**src/rtl/threshold_trigger_if.sv**
```systemverilog
// Sample/trigger bundle between the FFT feature path and the threshold trigger.
// The master drives samples and observes trigger outputs; the slave is the trigger.
interface threshold_trigger_if #(
    parameter int WIDTH    = 9,
    parameter int HEIGHT_W = 5
);
    logic                i_valid;
    logic [WIDTH-1:0]    i_data;
    logic                o_jump;
    logic [HEIGHT_W-1:0] o_height;
    logic [WIDTH-1:0]    o_peak;
    logic                o_busy;

    modport master (
        output i_valid, i_data,
        input  o_jump, o_height, o_peak, o_busy
    );

    modport slave (
        input  i_valid, i_data,
        output o_jump, o_height, o_peak, o_busy
    );
endinterface

```
**src/rtl/threshold_trigger.sv**
```systemverilog
// Hysteretic sustained-level trigger: arms at ON_THRESH, fires after HOLD_SAMPLES
// valid samples at or above OFF_THRESH, latches a quantised peak, then locks out.
module threshold_trigger #(
    parameter int WIDTH        = 9,
    parameter int ON_THRESH    = 128,
    parameter int OFF_THRESH   = 96,
    parameter int HOLD_SAMPLES = 200,
    parameter int COOLDOWN     = 0,
    parameter int NLEVELS      = 6,
    parameter int LEVEL_MIN    = 15,
    parameter int LEVEL_STEP   = 3,
    parameter int HEIGHT_W     = 5
) (
    input logic               clk,
    input logic               rst,
    threshold_trigger_if.slave bus
);

    localparam int CNT_W = $clog2(HOLD_SAMPLES + 1);
    localparam int TMR_W = (COOLDOWN > 0) ? $clog2(COOLDOWN + 1) : 1;

    localparam logic [WIDTH-1:0] ON_L   = WIDTH'(ON_THRESH);
    localparam logic [WIDTH-1:0] OFF_L  = WIDTH'(OFF_THRESH);
    localparam logic [CNT_W-1:0] HOLD_L = CNT_W'(HOLD_SAMPLES);

    typedef enum logic [1:0] {
        IDLE     = 2'd0,
        ACCUM    = 2'd1,
        COOLDOWN_ST = 2'd2
    } state_t;

    state_t              state, state_n;
    logic [CNT_W-1:0]    count, count_n;
    logic [TMR_W-1:0]    timer, timer_n;
    logic [WIDTH-1:0]    peak, peak_n;
    logic [WIDTH-1:0]    cand;
    logic                fire;
    logic                jump_n;
    logic [HEIGHT_W-1:0] height_n;
    logic [WIDTH-1:0]    peak_out_n;

    // Leading-one scan over the top NLEVELS bits below the MSB; a set MSB
    // folds into the top level, and no set bit gives the floor height of 1.
    function automatic logic [HEIGHT_W-1:0] quantise(input logic [WIDTH-1:0] pk);
        int h;
        h = 1;
        for (int j = NLEVELS - 1; j >= 0; j--) begin
            if (pk[WIDTH-2-j]) h = LEVEL_MIN + (NLEVELS - 1 - j) * LEVEL_STEP;
        end
        if (pk[WIDTH-1]) h = LEVEL_MIN + (NLEVELS - 1) * LEVEL_STEP;
        return HEIGHT_W'(h);
    endfunction

    always_comb begin
        state_n    = state;
        count_n    = count;
        timer_n    = timer;
        peak_n     = peak;
        cand       = peak;
        fire       = 1'b0;
        jump_n     = 1'b0;
        height_n   = bus.o_height;
        peak_out_n = bus.o_peak;

        case (state)
            IDLE: begin
                if (bus.i_valid && (bus.i_data >= ON_L)) begin
                    cand    = bus.i_data;
                    peak_n  = bus.i_data;
                    count_n = CNT_W'(1);
                    state_n = ACCUM;
                    fire    = (HOLD_SAMPLES == 1);
                end
            end
            ACCUM: begin
                if (bus.i_valid) begin
                    if (bus.i_data >= OFF_L) begin
                        cand    = (bus.i_data > peak) ? bus.i_data : peak;
                        peak_n  = cand;
                        count_n = count + 1'b1;
                        fire    = (count_n == HOLD_L);
                    end else begin
                        state_n = IDLE;
                        count_n = '0;
                    end
                end
            end
            COOLDOWN_ST: begin
                // Timer runs on every clock so the lockout is COOLDOWN cycles, not samples.
                if (timer <= TMR_W'(1)) begin
                    state_n = IDLE;
                    timer_n = '0;
                end else begin
                    timer_n = timer - 1'b1;
                end
            end
            default: state_n = IDLE;
        endcase

        if (fire) begin
            jump_n     = 1'b1;
            peak_out_n = cand;
            height_n   = quantise(cand);
            count_n    = '0;
            if (COOLDOWN == 0) begin
                state_n = IDLE;
            end else begin
                state_n = COOLDOWN_ST;
                timer_n = TMR_W'(COOLDOWN);
            end
        end
    end

    always_ff @(posedge clk or negedge rst) begin
        if (!rst) begin
            state        <= IDLE;
            count        <= '0;
            timer        <= '0;
            bus.o_jump   <= 1'b0;
            bus.o_height <= '0;
            bus.o_peak   <= '0;
            bus.o_busy   <= 1'b0;
        end else begin
            state        <= state_n;
            count        <= count_n;
            timer        <= timer_n;
            bus.o_jump   <= jump_n;
            bus.o_height <= height_n;
            bus.o_peak   <= peak_out_n;
            bus.o_busy   <= (state_n != IDLE);
        end
    end

    // Running peak is only meaningful while ACCUM, which always reloads it on arming.
    always_ff @(posedge clk) begin
        peak <= peak_n;
    end

endmodule

```
**src/flat_wrapper.sv**
```systemverilog
// flat-port wrapper written by rule: the top's interface ports become plain ports
module threshold_trigger_flat 
#(
    parameter int WIDTH        = 9,
    parameter int ON_THRESH    = 128,
    parameter int OFF_THRESH   = 96,
    parameter int HOLD_SAMPLES = 200,
    parameter int COOLDOWN     = 0,
    parameter int NLEVELS      = 6,
    parameter int LEVEL_MIN    = 15,
    parameter int LEVEL_STEP   = 3,
    parameter int HEIGHT_W     = 5
)
  (clk, rst, bus_i_valid, bus_i_data, bus_o_jump, bus_o_height, bus_o_peak, bus_o_busy);
  threshold_trigger_if #(.WIDTH(WIDTH), .HEIGHT_W(HEIGHT_W)) bus_i ();
  input logic clk;
  input logic rst;
  input wire logic [$bits(bus_i.i_valid)-1:0] bus_i_valid;
  input wire logic [$bits(bus_i.i_data)-1:0] bus_i_data;
  output wire logic [$bits(bus_i.o_jump)-1:0] bus_o_jump;
  output wire logic [$bits(bus_i.o_height)-1:0] bus_o_height;
  output wire logic [$bits(bus_i.o_peak)-1:0] bus_o_peak;
  output wire logic [$bits(bus_i.o_busy)-1:0] bus_o_busy;
  assign bus_i.i_valid = bus_i_valid;
  assign bus_i.i_data = bus_i_data;
  assign bus_o_jump = bus_i.o_jump;
  assign bus_o_height = bus_i.o_height;
  assign bus_o_peak = bus_i.o_peak;
  assign bus_o_busy = bus_i.o_busy;
  threshold_trigger #(.WIDTH(WIDTH), .ON_THRESH(ON_THRESH), .OFF_THRESH(OFF_THRESH), .HOLD_SAMPLES(HOLD_SAMPLES), .COOLDOWN(COOLDOWN), .NLEVELS(NLEVELS), .LEVEL_MIN(LEVEL_MIN), .LEVEL_STEP(LEVEL_STEP), .HEIGHT_W(HEIGHT_W)) u_core (.clk(clk), .rst(rst), .bus(bus_i));
endmodule
```
**config.mk**
```make
export PLATFORM = sky130hd
export DESIGN_NAME = threshold_trigger_flat
export DESIGN_NICKNAME = d
export VERILOG_FILES = /design/src/rtl/threshold_trigger_if.sv /design/src/rtl/threshold_trigger.sv /design/src/flat_wrapper.sv
export SDC_FILE = /design/constraint.sdc
export NUM_CORES = 1
export LEC_CHECK = 0
export ABC_AREA = 1
export CAP_MARGIN = 20
export CORE_ASPECT_RATIO = 0.6
export CORE_MARGIN = 2
export CORE_UTILIZATION = 50
export CTS_CLUSTER_DIAMETER = 200
export DETAILED_ROUTE_END_ITERATION = 16
export PLACE_DENSITY = 0.83
export SLEW_MARGIN = 10
export SYNTH_ARGS = -nofsm -noshare
export SYNTH_HDL_FRONTEND = slang
export SYNTH_SLANG_ARGS = --single-unit
export TNS_END_PERCENT = 50
```
**constraint.sdc**
```tcl
create_clock -name clk -period 2.6 [get_ports clk]
set_clock_uncertainty 0.2 [all_clocks]
set_input_delay 0.26 -clock clk [delete_from_list [all_inputs] [get_ports clk]]
set_output_delay 0.26 -clock clk [all_outputs]
set_load 0.005 [all_outputs]
```
==> flow_summary.ini, run 1 <==
[die]
io_pins = 28
core_mm2 = 0.00370
initial_core_util = 0.525
die_h_um = 52.3
rows = 17
die_area_mm2 = 0.00442
die_x_um = 84.5

[power]
power.density_mw_per_mm2 = 604
p_clk_frac = 0.349
power_switching_uw = 451
p_leak_uw = 0.00122
vdd_drop_max_mv = 0.367
switching_share = 0.305
p_comb_frac = 0.235
power_frac_seq = 0.415
internal_power_uw = 1030

[synth]
synthCells = 252
ys_seq_area_frac = 0.428
synthFlopType = dfrtp_1
yosysMostFrequentCell = nand2_1
synth_edf_count = 0
ys_types = 31
ys_ff_latch = 35
synth_largest_area_cell = dfrtp_1
synthTopCellsByArea = dfrtp_1, nand2_1, dfxtp_1, ha_1, inv_1
synth_commonest_cells = nand2_1, inv_1, dfrtp_1
async_reset_ff_frac = 0.743
avgSynthCellArea_um2 = 7.71
synth_nets = 275
yosysTopAreaCellShare = 0.335
netlist_area_mm2 = 0.00194
yosysWarnings = 0

[clocking]
cts.path.max_buffers = 2
cts_tree = built
cts_made_buffers = 5
hold_buffers = 0
post-cts-setup-buffer-count = 0
root_buffer = clkbuf_8
clk_pin_slew_ns = 0.07
cts_resized = 0
cts.sinks = 35
insertion_delay_ns = 0.29
htree_levels = 2

[flow_run]
cap_violations = 0

[sta]
slew_violations = 0
finalHoldViolations = 0
fin_crit_ns = 2.35
tns_ns = 0
rsz0062_at_grt = false
worst_slack_ns = 0.253
fmax_mhz = 426
finalSetupViolCount = 0
fin_hold_ws_ns = 0.146
fin_crit_sh = 0.903

[route]
vias = 1738
remaining_drc_errors = 0
drt_first_pass_iters = 4
routedWlPerCell_um = 13.2
wl_mm = 4.50
via_per_inst = 5.08
drt-initial-drc-count = 88
postRouteAntennaNets = 0

[place]
postPlaceCellArea_mm2 = 0.00233
port_buffers = 27
place_ws_ns = -0.0284
place.gp.congestion = 0.904
dp_hpwl_mm = 3.44

[layout]
fill_cells = 314
diodes = 0
fin_nets = 317
syn_to_final_growth_pct = 25.9
finalInstanceArea_mm2 = 0.00245
layout-drive-gt1-share = 0.142

[outcome]
status = finished clean

[worst_setup_path]
slowest_stage = clkdlybuf4s50_1
critPathMaxStageDelay_ns = 0.46
crit_path_max_fanout = 10
reg2reg_slack_ns = 0.28
crit_path_start_kind = primary input
end_kind = register
r2r-start = u_core.peak[8]$_DFF_P_
cp.arrival_ns = 2.33
cpMostUsedCell = nand2_1
crit_path_cell_trace = clkdlybuf4s50_1, ha_1, nand2_1, nor2_1, nand3b_1, nand3_1, nand3_4, nand2_4, nand2_1, nand2_2, inv_2, nand2_1, nor2_1, a21oi_1, nand2_1
startpoint = bus_i_data[6]
crit_type = primary input to register
crit_required_ns = 2.58

[global_route]
grt_usage = 0.225
grt_max_degree = 27
grt_pass1_vias = 1685
grt.overflow.total = 0
grt_antenna_before_repair = 0
grt_pass1_wl_mm = 7.67

[hold_path]
hold_path_class = primary input to async pin
## cells by family after synthesis
family | synth area share
AO/OA/AOI/OAI | 0.100
XOR/XNOR | 0.0135
adder cells (fa/ha/maj) | 0.0708
buffers and inverters | 0.0966
flip-flops | 0.428
other | 0.00193
AND/OR/NAND/NOR | 0.289
## registers in the layout, summed over array words and instances (netlist names)
name / flops
u_core.bus.o_busy: 1
u_core.bus.o_height: 5
u_core.bus.o_jump: 1
u_core.bus.o_peak: 9
u_core.count: 8
u_core.peak: 9
u_core.state: 2
## layout make-up
class,instances,area (um^2),share of cell area
multi-input combinational,171,925,0.378
sequential,35,831,0.340
timing repair buffer,38,353,0.144
inverter,43,161,0.0660
clock buffer,6,82.6,0.0338
tap,47,58.8,0.0240
clock inverter,2,35.0,0.0143
## cells in the final DEF, fill, tap and decap left out, types with 6 or more instances in the layout
cell type	count
a21oi_1	8
buf_4	11
clkbuf_8	6
clkdlybuf4s50_1	27
dfrtp_1	26
dfxtp_1	9
ha_1	11
inv_1	35
inv_2	8
nand2_1	65
nand3_1	18
nor2_1	21
o21ai_0	7
## worst paths after layout
check	endpoint	depth (start not counted)
worst max-delay path	u_core.bus.o_height[3]$_DFFE_PN0P_	15
worst min register to register	u_core.bus.o_peak[1]$_DFFE_PN0P_	2
min in group clk	u_core.bus.o_peak[1]$_DFFE_PN0P_	2
max in group asynchronous	u_core.bus.o_peak[6]$_DFFE_PN0P_	2
worst min-delay path	u_core.count[2]$_DFFE_PN0P_	2
worst max register to register	u_core.bus.o_height[3]$_DFFE_PN0P_	15
## power groups by stage
stage | Sequential [uW] | Combinational (uW) | Clock (uW)
after floorplan | 617 | 239 | 0
after global placement | 623 | 332 | 0
after detailed placement | 624 | 342 | 0
after CTS | 613 | 345 | 518
after global routing | 618 | 397 | 542
final | 613 | 348 | 516
## worst max-delay path: cells and delay by family
family	cells	cell delay (ns)
AO/OA/AOI/OAI	1	0.11
adder cells (fa/ha/maj)	1	0.32
buffers and inverters	2	0.52
AND/OR/NAND/NOR	11	1.11
## routing by layer
layer / GRT usage / share of wire / vias to the layer above
met3: 0.0583 / 0.055 / 5
met2: 0.362 / 0.42 / 50
met5: 0 / 0 / -
met4: 0.0556 / 0.0060 / 0
met1: 0.306 / 0.51 / 799
li1: - / - / 884
## per-stage QoR
step | instances | power (uW) | util
final | 342 | 1480 | 0.661
after global routing | 342 | 1560 | 0.661
after CTS | 342 | 1480 | 0.661
after detailed placement | 334 | 966 | 0.629
after global placement | 334 | 956 | 0.629
after floorplan | 252 | 857 | -
Note: power is estimated with default switching activity, not from simulation.
==> run 2, diff against run 1 <==
--- a/config.mk
+++ b/config.mk
@@ -9,10 +9,10 @@
 export CAP_MARGIN = 20
 export CORE_ASPECT_RATIO = 0.6
 export CORE_MARGIN = 2
-export CORE_UTILIZATION = 50
+export CORE_UTILIZATION = 49
 export CTS_CLUSTER_DIAMETER = 200
 export DETAILED_ROUTE_END_ITERATION = 16
-export PLACE_DENSITY = 0.83
+export PLACE_DENSITY = 0.85
 export SLEW_MARGIN = 10
 export SYNTH_ARGS = -nofsm -noshare
 export SYNTH_HDL_FRONTEND = slang
==> constraint.sdc (replaced) <==
create_clock -name clk -period 2.1 [get_ports clk]
set_clock_uncertainty 0.2 [all_clocks]
set_input_delay 0.21 -clock clk [delete_from_list [all_inputs] [get_ports clk]]
set_output_delay 0.21 -clock clk [all_outputs]
set_load 0.005 [all_outputs]
==> run 2 against run 1 <==
  * Clock power grew 45%
  * The run now ends with negative setup slack left
  * Critical endpoint unchanged
  * Final area grew 32%
  * Critical path depth grew 1
  * Wire length grew 64%
==> flow_summary.ini, run 2 (synthesized netlist as in run 1, its figures left out) <==
[global_route]
grt_usage = 0.286
grt_antenna_before_repair = 0
grt_pass1_vias = 2098
grt_pass1_wl_mm = 9.67
grt.overflow.total = 0
grt_max_degree = 27

[worst_setup_path]
crit_path_cell_trace = clkdlybuf4s50_1, buf_4, nand2_1, nand2_2, inv_2, nor2_1, nand2_1, inv_2, nand3_4, buf_4, nand3_1, nand2_2, nand2_2, nor2_2, a21oi_2, nand2_1
cp.arrival_ns = 2.43
crit_path_max_fanout = 8
end_kind = register
crit_type = primary input to register
slowest_stage = clkdlybuf4s50_1
crit_required_ns = 2.09
critPathMaxStageDelay_ns = 0.49
crit_path_start_kind = primary input

[sta]
finalHoldViolations = 0
finalSetupViolCount = 24
fin_crit_ns = 2.45
slew_violations = 0
rsz0062_at_grt = true
worst_slack_ns = -0.345
fin_hold_ws_ns = 0.0832
fmax_mhz = 409
fin_crit_sh = 1.16

[layout]
final_cell_mix = buf_4, nand2_1, dfrtp_1
diodes = 0
reg_top3 = u_core.bus.o_peak: 9 flops, u_core.peak: 9 flops, u_core.count: 8 flops
layout_commonest_cell = buf_4
layout-drive-gt1-share = 0.487
fin_nets = 359
syn_to_final_growth_pct = 66.5

[die]
rows = 17
die_x_um = 85.3
initial_core_util = 0.519
core_mm2 = 0.00374
die_area_mm2 = 0.00450
die_h_um = 52.8
io_pins = 28

[place]
dp_hpwl_mm = 3.76
place.gp.congestion = 0.920
port_buffers = 27

[power]
vdd_drop_max_mv = 0.747
p_leak_uw = 0.00153
power_uw = 2380
power.density_mw_per_mm2 = 735

[outcome]
status = finished, violations left
violations = negative setup slack

[clocking]
htree_levels = 2
clk_pin_slew_ns = 0.08
cts.path.max_buffers = 2
cts_made_buffers = 5
root_buffer = clkbuf_8
hold_buffers = 0
insertion_delay_ns = 0.30
cts.sinks = 35
cts_tree = built

[route]
remaining_drc_errors = 0
postRouteAntennaNets = 0
drt-initial-drc-count = 194
routedWlPerCell_um = 19.2
drt_first_pass_iters = 5
vias = 2228
via_per_inst = 5.80
wl_mm = 7.36

[flow_run]
cap_violations = 0

[hold_path]
hold_path_class = primary input to async pin
run 2: cell count changes in the layout (fill, tap and decap cells not counted), sizes merged:
cell	delta
clkinv	-1
clkdlybuf4s50	-8
dlygate4sd2	+6
buf	+40
dlymetal6s2s	+2
nand2	+1
bufinv	+1
clkbuf	+1
run 2: power breakdown:
part	internal, uW	switching (uW)	total, uW
Clock	475	271	746
Combinational	364	487	851
Sequential	737	44.5	781
run 2: timing repair:
item                       4_1_cts  5_1_grt
gates cloned                     1        1
setup buffers                    5        6
pin swaps                       28       28
resized for setup               66       61
setup endpoints to repair       19       24
run 2: cell type report:
type | count | area [um^2]
fillers | 180 | 509
multi-input cells | 172 | 1330
well taps | 47 | 58.8
clock inverters | 2 | 60.1
flip-flops and latches | 35 | 838
repair buffers | 79 | 709
inverters | 43 | 169
clock buffers | 6 | 72.6
run 2: layer usage:
| layer | track usage | share of wire | vias to the layer above |
|---|---|---|---|
| met5 | 0 | 0 | - |
| met4 | 0.127 | 0.035 | 0 |
| met3 | 0.0898 | 0.077 | 37 |
| met2 | 0.483 | 0.49 | 157 |
| met1 | 0.340 | 0.40 | 1062 |
| li1 | - | - | 972 |
run 2: path summary, 6_finish.rpt:
check	startpoint	end	slack [ns]	cells after the start
min reg2reg	u_core.bus.o_height[0]$_DFFE_PN0P_	u_core.bus.o_height[0]$_DFFE_PN0P_	0.29	2
min	rst	u_core.bus.o_jump$_DFF_PN0_	0.08	2
max in group asynchronous	rst	u_core.bus.o_peak[8]$_DFFE_PN0P_	1.35	2
max reg2reg	u_core.peak[8]$_DFF_P_	u_core.bus.o_height[3]$_DFFE_PN0P_	-0.28	13
max	bus_i_data[5]	u_core.bus.o_height[3]$_DFFE_PN0P_	-0.35	16
min in group clk	bus_i_data[1]	u_core.peak[1]$_DFF_P_	0.18	4
run 2: worst max-delay path: cells and delay by family:
family                 cells  cell delay [ns]
AOI/OAI and AO/OA          1             0.14
buffers and inverters      5             1.00
and+or+nand+nor           10             1.05
run 2: through the flow:
| stage | TNS (ns) | setup slack (ns) | instances | utilization | cell area (um^2) |
|---|---|---|---|---|---|
| floorplan | 0 | 0.0247 | 252 | - | 1940 |
| global placement | -6.41 | -0.461 | 363 | 0.680 | 2550 |
| detailed placement | -8.68 | -0.566 | 363 | 0.680 | 2550 |
| CTS | -0.143 | -0.0406 | 377 | 0.789 | 2960 |
| global route | -4.45 | -0.338 | 384 | 0.864 | 3230 |
| finish | -3.09 | -0.345 | 384 | 0.864 | 3230 |
==> run 3, diff against run 2 <==
--- a/config.mk
+++ b/config.mk
@@ -13,6 +13,7 @@
 export CTS_CLUSTER_DIAMETER = 200
 export DETAILED_ROUTE_END_ITERATION = 16
 export PLACE_DENSITY = 0.85
+export SKIP_LAST_GASP = 1
 export SLEW_MARGIN = 10
 export SYNTH_ARGS = -nofsm -noshare
 export SYNTH_HDL_FRONTEND = slang
==> run 3 against run 2 <==
  * The run still ends with negative setup slack left
  * Via count grew 3.4%
  * Count of clock-buffer cells in the layout is the same
  * Global-route usage shrank 0.83 points
  * Sequential power is essentially flat
  * Hold slack lost 0.0075 ns
  * Worst setup slack gained 0.061 ns
  * Die area is the same
  * Clock power is essentially flat
  * Sequential cell count is the same
  * Final cell count grew 0.78%
  * Critical path type is now register to register
  * Largest power group unchanged
  * Wire length grew 4.1%
  * Non-clock buffer count grew 3
==> flow_summary.ini, run 3 (synthesized netlist as in run 1, its figures left out) <==
[place]
place.gp.congestion = 0.920
place_inst = 363
dp_hpwl_mm = 3.76
place_ws_ns = -0.566
port_buffers = 27

[die]
rows = 17
initial_core_util = 0.519
die_x_um = 85.3
io_pins = 28
core_mm2 = 0.00374
die_area_mm2 = 0.00450
die_h_um = 52.8

[clocking]
cts.sinks = 35
cts.path.max_buffers = 2
insertion_delay_ns = 0.30
htree_levels = 2
root_buffer = clkbuf_8
cts_tree = built
cts_made_buffers = 5
clk_pin_slew_ns = 0.08

[hold_path]
hold_path_class = primary input to async pin

[outcome]
status = finished, violations left
violations = negative setup slack

[route]
remaining_drc_errors = 0
drt-initial-drc-count = 244
wl_mm = 7.66
vias = 2304
via_per_inst = 5.95
drt_first_pass_iters = 5
postRouteAntennaNets = 0
routedWlPerCell_um = 19.8

[layout]
diodes = 0
layout-drive-gt1-share = 0.488
final_cell_count_no_fill = 387
final_cell_mix = buf_4, nand2_1, dfrtp_1
syn_to_final_growth_pct = 66.3
layout_commonest_cell = buf_4
fin_nets = 362
reg_top3 = u_core.bus.o_peak: 9 flops, u_core.peak: 9 flops, u_core.count: 8 flops
fin_util = 0.863

[power]
p_leak_uw = 0.00156
vdd_drop_max_mv = 0.651
power_uw = 2430
p_clk_frac = 0.308
p_comb_frac = 0.371
switching_share = 0.341
internal_power_uw = 1600
power.density_mw_per_mm2 = 752
power_frac_seq = 0.321
power_switching_uw = 829

[worst_setup_path]
end_kind = register
crit_path_start_kind = register
cp.arrival_ns = 2.36
crit_path_max_fanout = 8
crit_type = register to register
crit_required_ns = 2.08
reg2reg_depth = 15

[sta]
slew_violations = 0
fin_crit_ns = 2.38
worst_slack_ns = -0.284
fmax_mhz = 419
finalHoldViolations = 0
tns_ns = -2.76
rsz0062_at_grt = true
fin_crit_sh = 1.14
finalSetupViolCount = 25

[global_route]
grt_antenna_before_repair = 0
grt_pass1_vias = 2059
grt_usage = 0.277
grt_max_degree = 27
grt.overflow.total = 0
grt_pass1_wl_mm = 9.41

[flow_run]
cap_violations = 0
==> run 3: cell count changes in the layout (fill, tap and decap cells not counted), moves of 2 or more <==
| cell | delta |
|---|---|
| nand2_2 | -6 |
| nand3_1 | +2 |
| nor2_1 | -3 |
| nand2_1 | +4 |
| inv_2 | +3 |
| nand2_4 | +2 |
| nand3_2 | -2 |
| nor2_2 | +2 |
| buf_4 | +5 |
| inv_1 | -2 |
==> run 3: path summary, 6_finish.rpt <==
path,start,slack [ns],endpoint
worst max-delay path,u_core.peak[5]$_DFF_P_,-0.28,u_core.bus.o_height[1]$_DFFE_PN0P_
worst min-delay path,rst,0.08,u_core.bus.o_height[3]$_DFFE_PN0P_
worst max register to register,u_core.peak[5]$_DFF_P_,-0.28,u_core.bus.o_height[1]$_DFFE_PN0P_
worst min register to register,u_core.bus.o_height[0]$_DFFE_PN0P_,0.31,u_core.bus.o_height[0]$_DFFE_PN0P_
max in group asynchronous,rst,1.37,u_core.bus.o_peak[5]$_DFFE_PN0P_
min in group clk,bus_i_data[1],0.21,u_core.peak[1]$_DFF_P_
==> run 3: final cells by class <==
cell class	instances	area, um^2
multi-input cells	172	1330
flip-flops and latches	35	838
repair buffers	82	709
fillers	175	512
inverters	43	166
clock buffers	6	72.6
clock inverters	2	60.1
well taps	47	58.8
==> run 3: power by group through the flow <==
stage / logic, uW / registers (uW) / clock network (uW)
floorplan: 296 / 764 / 0
global placement: 527 / 764 / 0
detailed placement: 553 / 767 / 0
CTS: 684 / 765 / 734
global route: 956 / 781 / 780
finish: 902 / 781 / 748
==> run 3: what timing repair did <==
action / 4_1_cts / 5_1_grt
pin swaps: 28 / 40
gates cloned: 1 / 0
hold buffers: 0 / 0
endpoints found under the hold margin: 0 / 0
gates resized for setup: 63 / 64
buffers inserted: 5 / 11
endpoints found under the setup margin: 19 / 24
==> run 3: through the flow <==
stage               hold slack, ns  instance area (um^2)
floorplan                   -0.286                  1940
global placement             0.268                  2550
detailed placement           0.270                  2550
CTS                         0.0892                  2940
global route                 0.108                  3230
finish                      0.0756                  3230
==> run 3: critical path, stage by stage (launching register included) <==
cell and delay [ns]:
dfxtp_1 0.35, inv_1 0.07, ha_1 0.31, nand2_2 0.09
nor2_4 0.04, nand3_1 0.08, nand2_1 0.08, inv_2 0.10
nand3_4 0.17, buf_4 0.20, nand3_1 0.09, nand2_2 0.10
inv_1 0.10, nand2_1 0.07, nand2_1 0.12, a21oi_2 0.07
==> run 3: per-layer routing <==
metal  up-vias  global-route usage  wire length, um
li1        972                   -                -
met1      1086               0.334             2680
met2       178               0.465             3690
met3        68              0.0850              842
met4         0               0.124              447
met5         -                   0                0
